File: src/rtl/conv_out_requant.sv
// Generic single-clock FIFO, first-word-fall-through, head reads zero when empty.
// Latency: a pushed word is visible at the head one edge after the push when the FIFO was empty.
// Backpressure: wr_rdy drops when full unless a pop happens in the same cycle.
module sync_fifo #(
    parameter int WIDTH = 64,
    parameter int DEPTH = 16,
    localparam int AW = $clog2(DEPTH)
) (
    input  logic             clk,
    input  logic             rst,
    input  logic             wr_vld,
    input  logic [WIDTH-1:0] wr_dat,
    output logic             wr_rdy,
    output logic             rd_vld,
    output logic [WIDTH-1:0] rd_dat,
    input  logic             rd_rdy,
    output logic [AW:0]      count
);
    localparam logic [AW:0] FULL_CNT = (AW + 1)'(DEPTH);

    logic [WIDTH-1:0] mem [DEPTH];
    logic [AW-1:0]    wr_ptr;
    logic [AW-1:0]    rd_ptr;
    logic             do_push;
    logic             do_pop;

    assign rd_vld  = (count != '0);
    assign do_pop  = rd_vld && rd_rdy;
    // A full FIFO can still take a word when the head leaves on the same edge.
    assign wr_rdy  = (count < FULL_CNT) || do_pop;
    assign do_push = wr_vld && wr_rdy;
    assign rd_dat  = rd_vld ? mem[rd_ptr] : '0;

    always_ff @(posedge clk or negedge rst) begin
        if (!rst) begin
            wr_ptr <= '0;
            rd_ptr <= '0;
            count  <= '0;
        end else begin
            if (do_push) wr_ptr <= wr_ptr + 1'b1;
            if (do_pop)  rd_ptr <= rd_ptr + 1'b1;
            case ({do_push, do_pop})
                2'b10:   count <= count + 1'b1;
                2'b01:   count <= count - 1'b1;
                default: count <= count;
            endcase
        end
    end

    always_ff @(posedge clk) begin
        if (do_push) mem[wr_ptr] <= wr_dat;
    end
endmodule

// Per-lane leaky ReLU, rounding right shift and int8 saturation; eight lanes packed to 64 bits.
// Latency: beat captured in S1, then S2, then written to the FIFO: pixel_valid 3 cycles after acc_valid.
// Backpressure: none upstream; words arriving at a full FIFO are dropped and flag sticky overflow.
module conv_out_requant #(
    parameter int FIFO_DEPTH = 16,
    parameter int SHIFT_W    = 5
) (
    input  logic                          clk,
    input  logic                          rst,
    input  logic                          acc_valid,
    input  logic signed [31:0]            acc [0:7],
    input  logic [SHIFT_W-1:0]            shift,
    input  logic                          leaky_en,
    output logic [63:0]                   pixel_out,
    output logic                          pixel_valid,
    input  logic                          pixel_ready,
    output logic [$clog2(FIFO_DEPTH):0]   fifo_count,
    output logic                          overflow
);
    typedef struct packed {
        logic [SHIFT_W-1:0] shift;
        logic [7:0][31:0]   y;
    } s1_t;

    s1_t         s1_dat;
    logic        s1_vld;
    logic [63:0] s2_dat;
    logic        s2_vld;
    logic        fifo_wr_rdy;

    function automatic logic [31:0] leaky(input logic signed [31:0] x, input logic en);
        return (en && x[31]) ? 32'(x >>> 3) : x;
    endfunction

    // 33-bit intermediate keeps y + rounding bias from overflowing before the shift.
    function automatic logic [7:0] requant(input logic signed [31:0] y, input logic [SHIFT_W-1:0] sh);
        logic signed [32:0] ext;
        logic signed [32:0] rnd;
        logic signed [32:0] r;
        ext = $signed({y[31], y});
        rnd = (sh == '0) ? 33'sd0 : (33'sd1 <<< (sh - 1'b1));
        r   = (ext + rnd) >>> sh;
        if (r > 33'sd127)       return 8'h7F;
        else if (r < -33'sd128) return 8'h80;
        else                    return r[7:0];
    endfunction

    always_ff @(posedge clk or negedge rst) begin
        if (!rst) begin
            s1_vld <= 1'b0;
            s1_dat <= '0;
        end else begin
            s1_vld <= acc_valid;
            if (acc_valid) begin
                s1_dat.shift <= shift;
                for (int i = 0; i < 8; i++) s1_dat.y[i] <= leaky(acc[i], leaky_en);
            end
        end
    end

    always_ff @(posedge clk or negedge rst) begin
        if (!rst) begin
            s2_vld <= 1'b0;
            s2_dat <= '0;
        end else begin
            s2_vld <= s1_vld;
            if (s1_vld) begin
                for (int i = 0; i < 8; i++) s2_dat[8*i +: 8] <= requant(s1_dat.y[i], s1_dat.shift);
            end
        end
    end

    sync_fifo #(
        .WIDTH (64),
        .DEPTH (FIFO_DEPTH)
    ) u_fifo (
        .clk    (clk),
        .rst    (rst),
        .wr_vld (s2_vld),
        .wr_dat (s2_dat),
        .wr_rdy (fifo_wr_rdy),
        .rd_vld (pixel_valid),
        .rd_dat (pixel_out),
        .rd_rdy (pixel_ready),
        .count  (fifo_count)
    );

    always_ff @(posedge clk or negedge rst) begin
        if (!rst)                        overflow <= 1'b0;
        else if (s2_vld && !fifo_wr_rdy) overflow <= 1'b1;
    end
endmodule

File: config.mk
export PLATFORM = sky130hd
export DESIGN_NAME = conv_out_requant
export DESIGN_NICKNAME = d
export VERILOG_FILES = /design/src/rtl/conv_out_requant.sv
export SDC_FILE = /design/constraint.sdc
export NUM_CORES = 2
export LEC_CHECK = 0
export ABC_AREA = 1
export BUFFER_PORTS_ARGS = -buffer_cell sky130_fd_sc_hd__buf_2
export CORE_ASPECT_RATIO = 1.75
export CORE_MARGIN = 3
export CORE_UTILIZATION = 25
export CTS_BUF_LIST = sky130_fd_sc_hd__clkbuf_8
export DETAILED_ROUTE_END_ITERATION = 8
export HOLD_SLACK_MARGIN = 0.15
export RECOVER_POWER = 25
export SYNTH_ARGS = -nofsm -noshare
export SYNTH_HDL_FRONTEND = slang
export SYNTH_HIERARCHICAL = 1
export SYNTH_SLANG_ARGS = --single-unit
File: constraint.sdc
create_clock -name clk -period 6.05 [get_ports clk]
set_clock_uncertainty 0.2 [all_clocks]
set_input_delay 0.3025 -clock clk [delete_from_list [all_inputs] [get_ports clk]]
set_output_delay 0.3025 -clock clk [all_outputs]
set_load 0.05 [all_outputs]
Yosys cells after proc, flatten, opt, wreduce, memory -nomap -nowiden
Memories as Yosys holds them, arrays and structs flattened.
Index checks and enable logic that the tools add are counted.
Widths: inputs -> output; s select.

operators by class
  $add $sub $neg = 13
  mux-type cells = 29
  divide/modulo/power cells = 0
  order comparisons = 17
  reductions and logical operators = 16
  multiply operators = 0
  eq/ne operators = 2
  shift operators = 9
  bitwise gates (word level) = 0

operator list
  operator               number
  $add 32x33->33         8
  $gt 33x8->1 const B    8
  $lt 33x8->1 const B    8
  $sshr 33x5->33         8
  $mux 31                8
  $mux 8                 16
  $mux 64                1
  $mux 33                1
  $sshl 2x5->33 const A  1
  $logic_and 1x1->1      11
  $pmux 5 s2             1
  $sub 5x1->5 const B    2
  $add 4x1->4 const B    2
  $add 5x1->5 const B    1
  $logic_not 5->1        1
  $lt 5x5->1 const B     1
  $reduce_bool 5->1      1
  $eq 2x1->1 const B     1
  $eq 2x2->1 const B     1
  $mux 1                 2
  $reduce_bool 2->1      1
  $logic_not 1->1        1
  $logic_or 1x1->1       1

storage, ports and cells
  bits in read-only memories = 0
  memories kept = 1
  register bits = 341
  bits in writable memories = 1024
  latch bits = 0
  word-level logic and storage cells = 103

memory list
  name        depth  bits a word  rd ports  clocked after memory_dff  write ports  RTL line  source
  u_fifo.mem  16     64           1         0                         1            21        logic [WIDTH-1:0] mem [DEPTH];

Logic depth before layout (Yosys ltp)
  depth after elaboration = 8
  gate-level depth with buffers = 40

Hierarchy
Netlist, hierarchy kept.

modules (own cells, without submodules)
  module            instances  cells each  area each (µm²)
  conv_out_requant  1          10082       52892.0
  sync_fifo         1          4109        43994.7

Worst setup path after synthesis
OpenSTA, ideal clock, no wires.

  path kind = register -> register
  from = register s1_dat[260] (netlist bit)
  to = register s2_dat[0]
  path slack = 404 ps
  stages on the path, launching flop included = 35
  library setup time = 117 ps
  buffers on the path = 8
  period minus slack after synthesis = 5646 ps
  data required time = 5733 ps
  data arrival time = 5329 ps
  cell sequence = dfrtp_1 > inv_1 > buf_2 > buf_2 > buf_2 > clkbuf_1 > clkbuf_1 > clkbuf_1 > buf_1 > buf_1 > nor2_1 > ha_1 > a21oi_1 > inv_1 > a31oi_1 > a21boi_0 > nor2_1 > nor2_1 > nand2_1 > nand2_1 > nand3_1 > nand3_1 > nand3_1 > nand3_1 > nand2_1 > o21ai_1 > nand2_1 > nor2_2 > nand2_1 > nor2_1 > nand2_1 > nand3_2 > nand2_1 > nand2_1 > nand2_1

on the way
  cells in the longest elaborated chain, start to end = 8

ends and longest elaborated chain
  element               RTL line  source
  from (decl)           79        s1_t s1_dat;
  $sub 5x1->5           95        rnd = (sh == '0) ? 33'sd0 : (33'sd1 <<< (sh - 1'b1));
  $sshl 2x5->33         95
  $mux 33               95
  $add 32x33->33        96        r = (ext + rnd) >>> sh;
  $sshr 33x5->33 *      96
  $lt 33x8->1           98        else if (r < -33'sd128) return 8'h80;
  $mux 8                98
  $mux 8 *              97        if (r > 33'sd127) return 8'h7F;
  to (signal assigned)  118       s2_dat <= '0;
  to (decl)             81        logic [63:0] s2_dat;

Mark *: on every way between the ends. The rest lies on a longest branch, timed or not.
A chain may end at the register's enable or synchronous reset.

Worst setup path after layout
  from = register s1_dat[257] (netlist bit)
  to = register s2_dat[9]

The elaborated chain is that of the path after synthesis.

==> flow_summary.ini <==
[run_status]
status = finished, violations left
violations = capacitance limit, slew limit

[clock_tree]
clock_latency_ps = 1010
cts_root_buffer = clkbuf_8
cts_tree = built
htree_levels = 4
clock-sinks = 1365
cts.reportedPaths.clkPinSlew_ps = 60
cts-buffers-inserted = 215
postCtsSetupBuffers = 0
cts.path.max_buffers = 4

[cells_and_area]
syn2layout_area_growth_pct = 19.24
drive_gt1_frac = 0.07042
postLayoutCoreUtil = 0.3002
final_area_sq_um = 115500
fillerInstances = 42286
layout.nets = 15473

[logic_synthesis]
synth_top_area_share = 0.3174
yosysWarnings = 6
synth_area_sq_um = 96890
avgSynthCellArea_sq_um = 6.827
ys.flop_type = edfxtp_1
syn_inst = 14191
ys_seq_area_frac = 0.4054
ys_top_cells_by_count = nand2_1 (5003), nand3_1 (2942), inv_1 (1480)
synth.distinct_cells = 60
synth_area_leaders = edfxtp_1 (32%), nand2_1 (19%), nand3_1 (15%)
synth-seq-cells = 1365
synth-edff-count = 1024
synthArstFlopShare = 0.2498
yosysMostFrequentCell = nand2_1
synth_top_area_cell = edfxtp_1

[floorplan]
design.die.area_sq_um = 395300
start_util = 0.2517
placeableCoreArea_sq_um = 384900
row_count = 301
ios = 337
die_w_um = 476.6
die_height_um = 829.5

[power]
leakagePower_nw = 54.07
total_power_w = 0.03715
power_density_nw_per_um2 = 321.5
peakVddDrop_mv = 0.4709

[critical_path]
endpoint_kind = flop
worstPathRequired_ps = 6650
arrival_ps = 6310
worstSetupPathType = flop to flop
slowest_delay_ps = 520
crit_slowest_cell = dfrtp_4
crit_family = simple AND/OR/NAND/NOR gates
critPathBufInv = 4
start_kind = flop
reg2reg_slack_ps = 340
rr_startpoint = s1_dat[257]
path_common_cell = nand2_1
crit_fanout = 24
crit_start = s1_dat[257]

[sta]
period_share = 0.9435
rsz0062_at_grt = no
min_period_ps = 5708
maxSlewHeadroom = -2.432
setup_violations = 0
totalNegativeSetupSlack_ps = 0
finalHoldWorstSlack_ps = 273.6
report.final.slew_viol_count = 200
worstMarginPinSlew_ps = 5147
hold_violations = 0
fmax_mhz = 175.2

[grt]
grt_pass1_vias = 95264
grt_usage = 0.1976
grt_pass1_wl_um = 597800
grt_max_degree = 226
antenna_found_initial = 19
gr-total-overflow = 0

[detailed_routing]
routed_wl_um = 406600
drtAntennaViolNets = 0
drcViolationCount = 0
vias = 99169
post_drt_wl_per_cell_um = 19.99
first_pass_iters = 6
drt_iter0_markers = 7554
viasPerCell = 4.875

[placement]
post_dp_cell_area_sq_um = 104400
portBuffers = 336
hpwl_um = 294700
place.gp.congestion = 1.009

[worst_hold_path]
hp-class = flop to flop
hp-start = overflow

[flow_run]
drv_cap = 3
-- stage by stage --
stage | setup WS [ps] | instances
after floorplan | 404.5 | 14198
after global placement | 246.5 | 19252
after detailed placement | 378.9 | 19252
after CTS | 362.6 | 20332
after global routing | 10.08 | 20339
final | 341.6 | 20343
-- worst reg2reg max path, delay by kind of cell, from the launching register on --
family | cells | cell delay (ps)
AOI/OAI and AO/OA | 1 | 390
adders and majority gates | 1 | 350
buffers and inverters | 4 | 910
DFF | 1 | 520
and+or+nand+nor | 24 | 3200
-- registers in the layout, indices dropped and copies added (netlist names) --
| register | count |
|---|---|
| u_fifo/mem | 1024 |
| s1_dat | 261 |
| s2_dat | 64 |
| u_fifo/count | 5 |
| u_fifo/rd_ptr | 4 |
| u_fifo/wr_ptr | 4 |
| overflow | 1 |
| s1_vld | 1 |
| s2_vld | 1 |
-- kinds of logic after synthesis --
kind of cell,share of synthesized area
XOR/XNOR,0.006961
buffers and inverters,0.09058
flip-flops,0.4054
AO/OA/AOI/OAI,0.06582
AND/OR/NAND/NOR,0.4071
other,0.00003871
adder cells (fa/ha/maj),0.02389
multiplexers,0.0002066
-- cell usage in the layout (no fill, tap or decap), drive strengths merged, types with 237 or more instances in the layout --
master,instances
dlygate4sd3,703
nand3,2963
inv,1565
buf,578
dfrtp,341
nor2,1025
clkbuf,237
nand2,5066
a21oi,340
o21ai,362
edfxtp,1024
-- layout make-up --
cell class                      count  area (sq um)  area share
Inverter                         1504          5731     0.04960
Multi-Input combinational cell  10652         49040      0.4245
Timing Repair Buffer             1284         10870     0.09413
Clock buffer                      234          3221     0.02788
Antenna cell                       11         27.53   0.0002383
Clock inverter                    142         877.1    0.007592
Sequential cell                  1365         39320      0.3403
Tap cell                         5151          6445     0.05579
-- timing repair --
item | 4_1_cts | 5_1_grt
endpoints found under the setup margin | 0 | 14
hold buffers | 704 | 0
endpoints found under the hold margin | 616 | 0
resized for setup | 0 | 6
-- where the power goes --
part	internal [W]	leakage, nW	switching (W)
Combinational	0.00457	38.6	0.0124
Sequential	0.0113	13.1	0.00108
Clock	0.00394	2.33	0.00386
-- final timing paths --
path                            cells past startpoint     endpoint
worst max register to register                     30    s2_dat[9]
worst max-delay path                               30    s2_dat[9]
worst min-delay path                                1     overflow
worst min register to register                      1     overflow
min in group asynchronous                           4  s1_dat[146]
max in group asynchronous                           4  s1_dat[260]
-- routing by layer --
| metal | up-vias | track usage | wire length [um] |
|---|---|---|---|
| met4 | 4 | 0.1439 | 33780 |
| met1 | 46254 | 0.2229 | 156100 |
| met2 | 3341 | 0.3444 | 197300 |
| met3 | 1086 | 0.02185 | 19410 |
| met5 | - | 0 | 24 |
| li1 | 48484 | - | - |
Note: power is estimated with default switching activity, not from simulation.
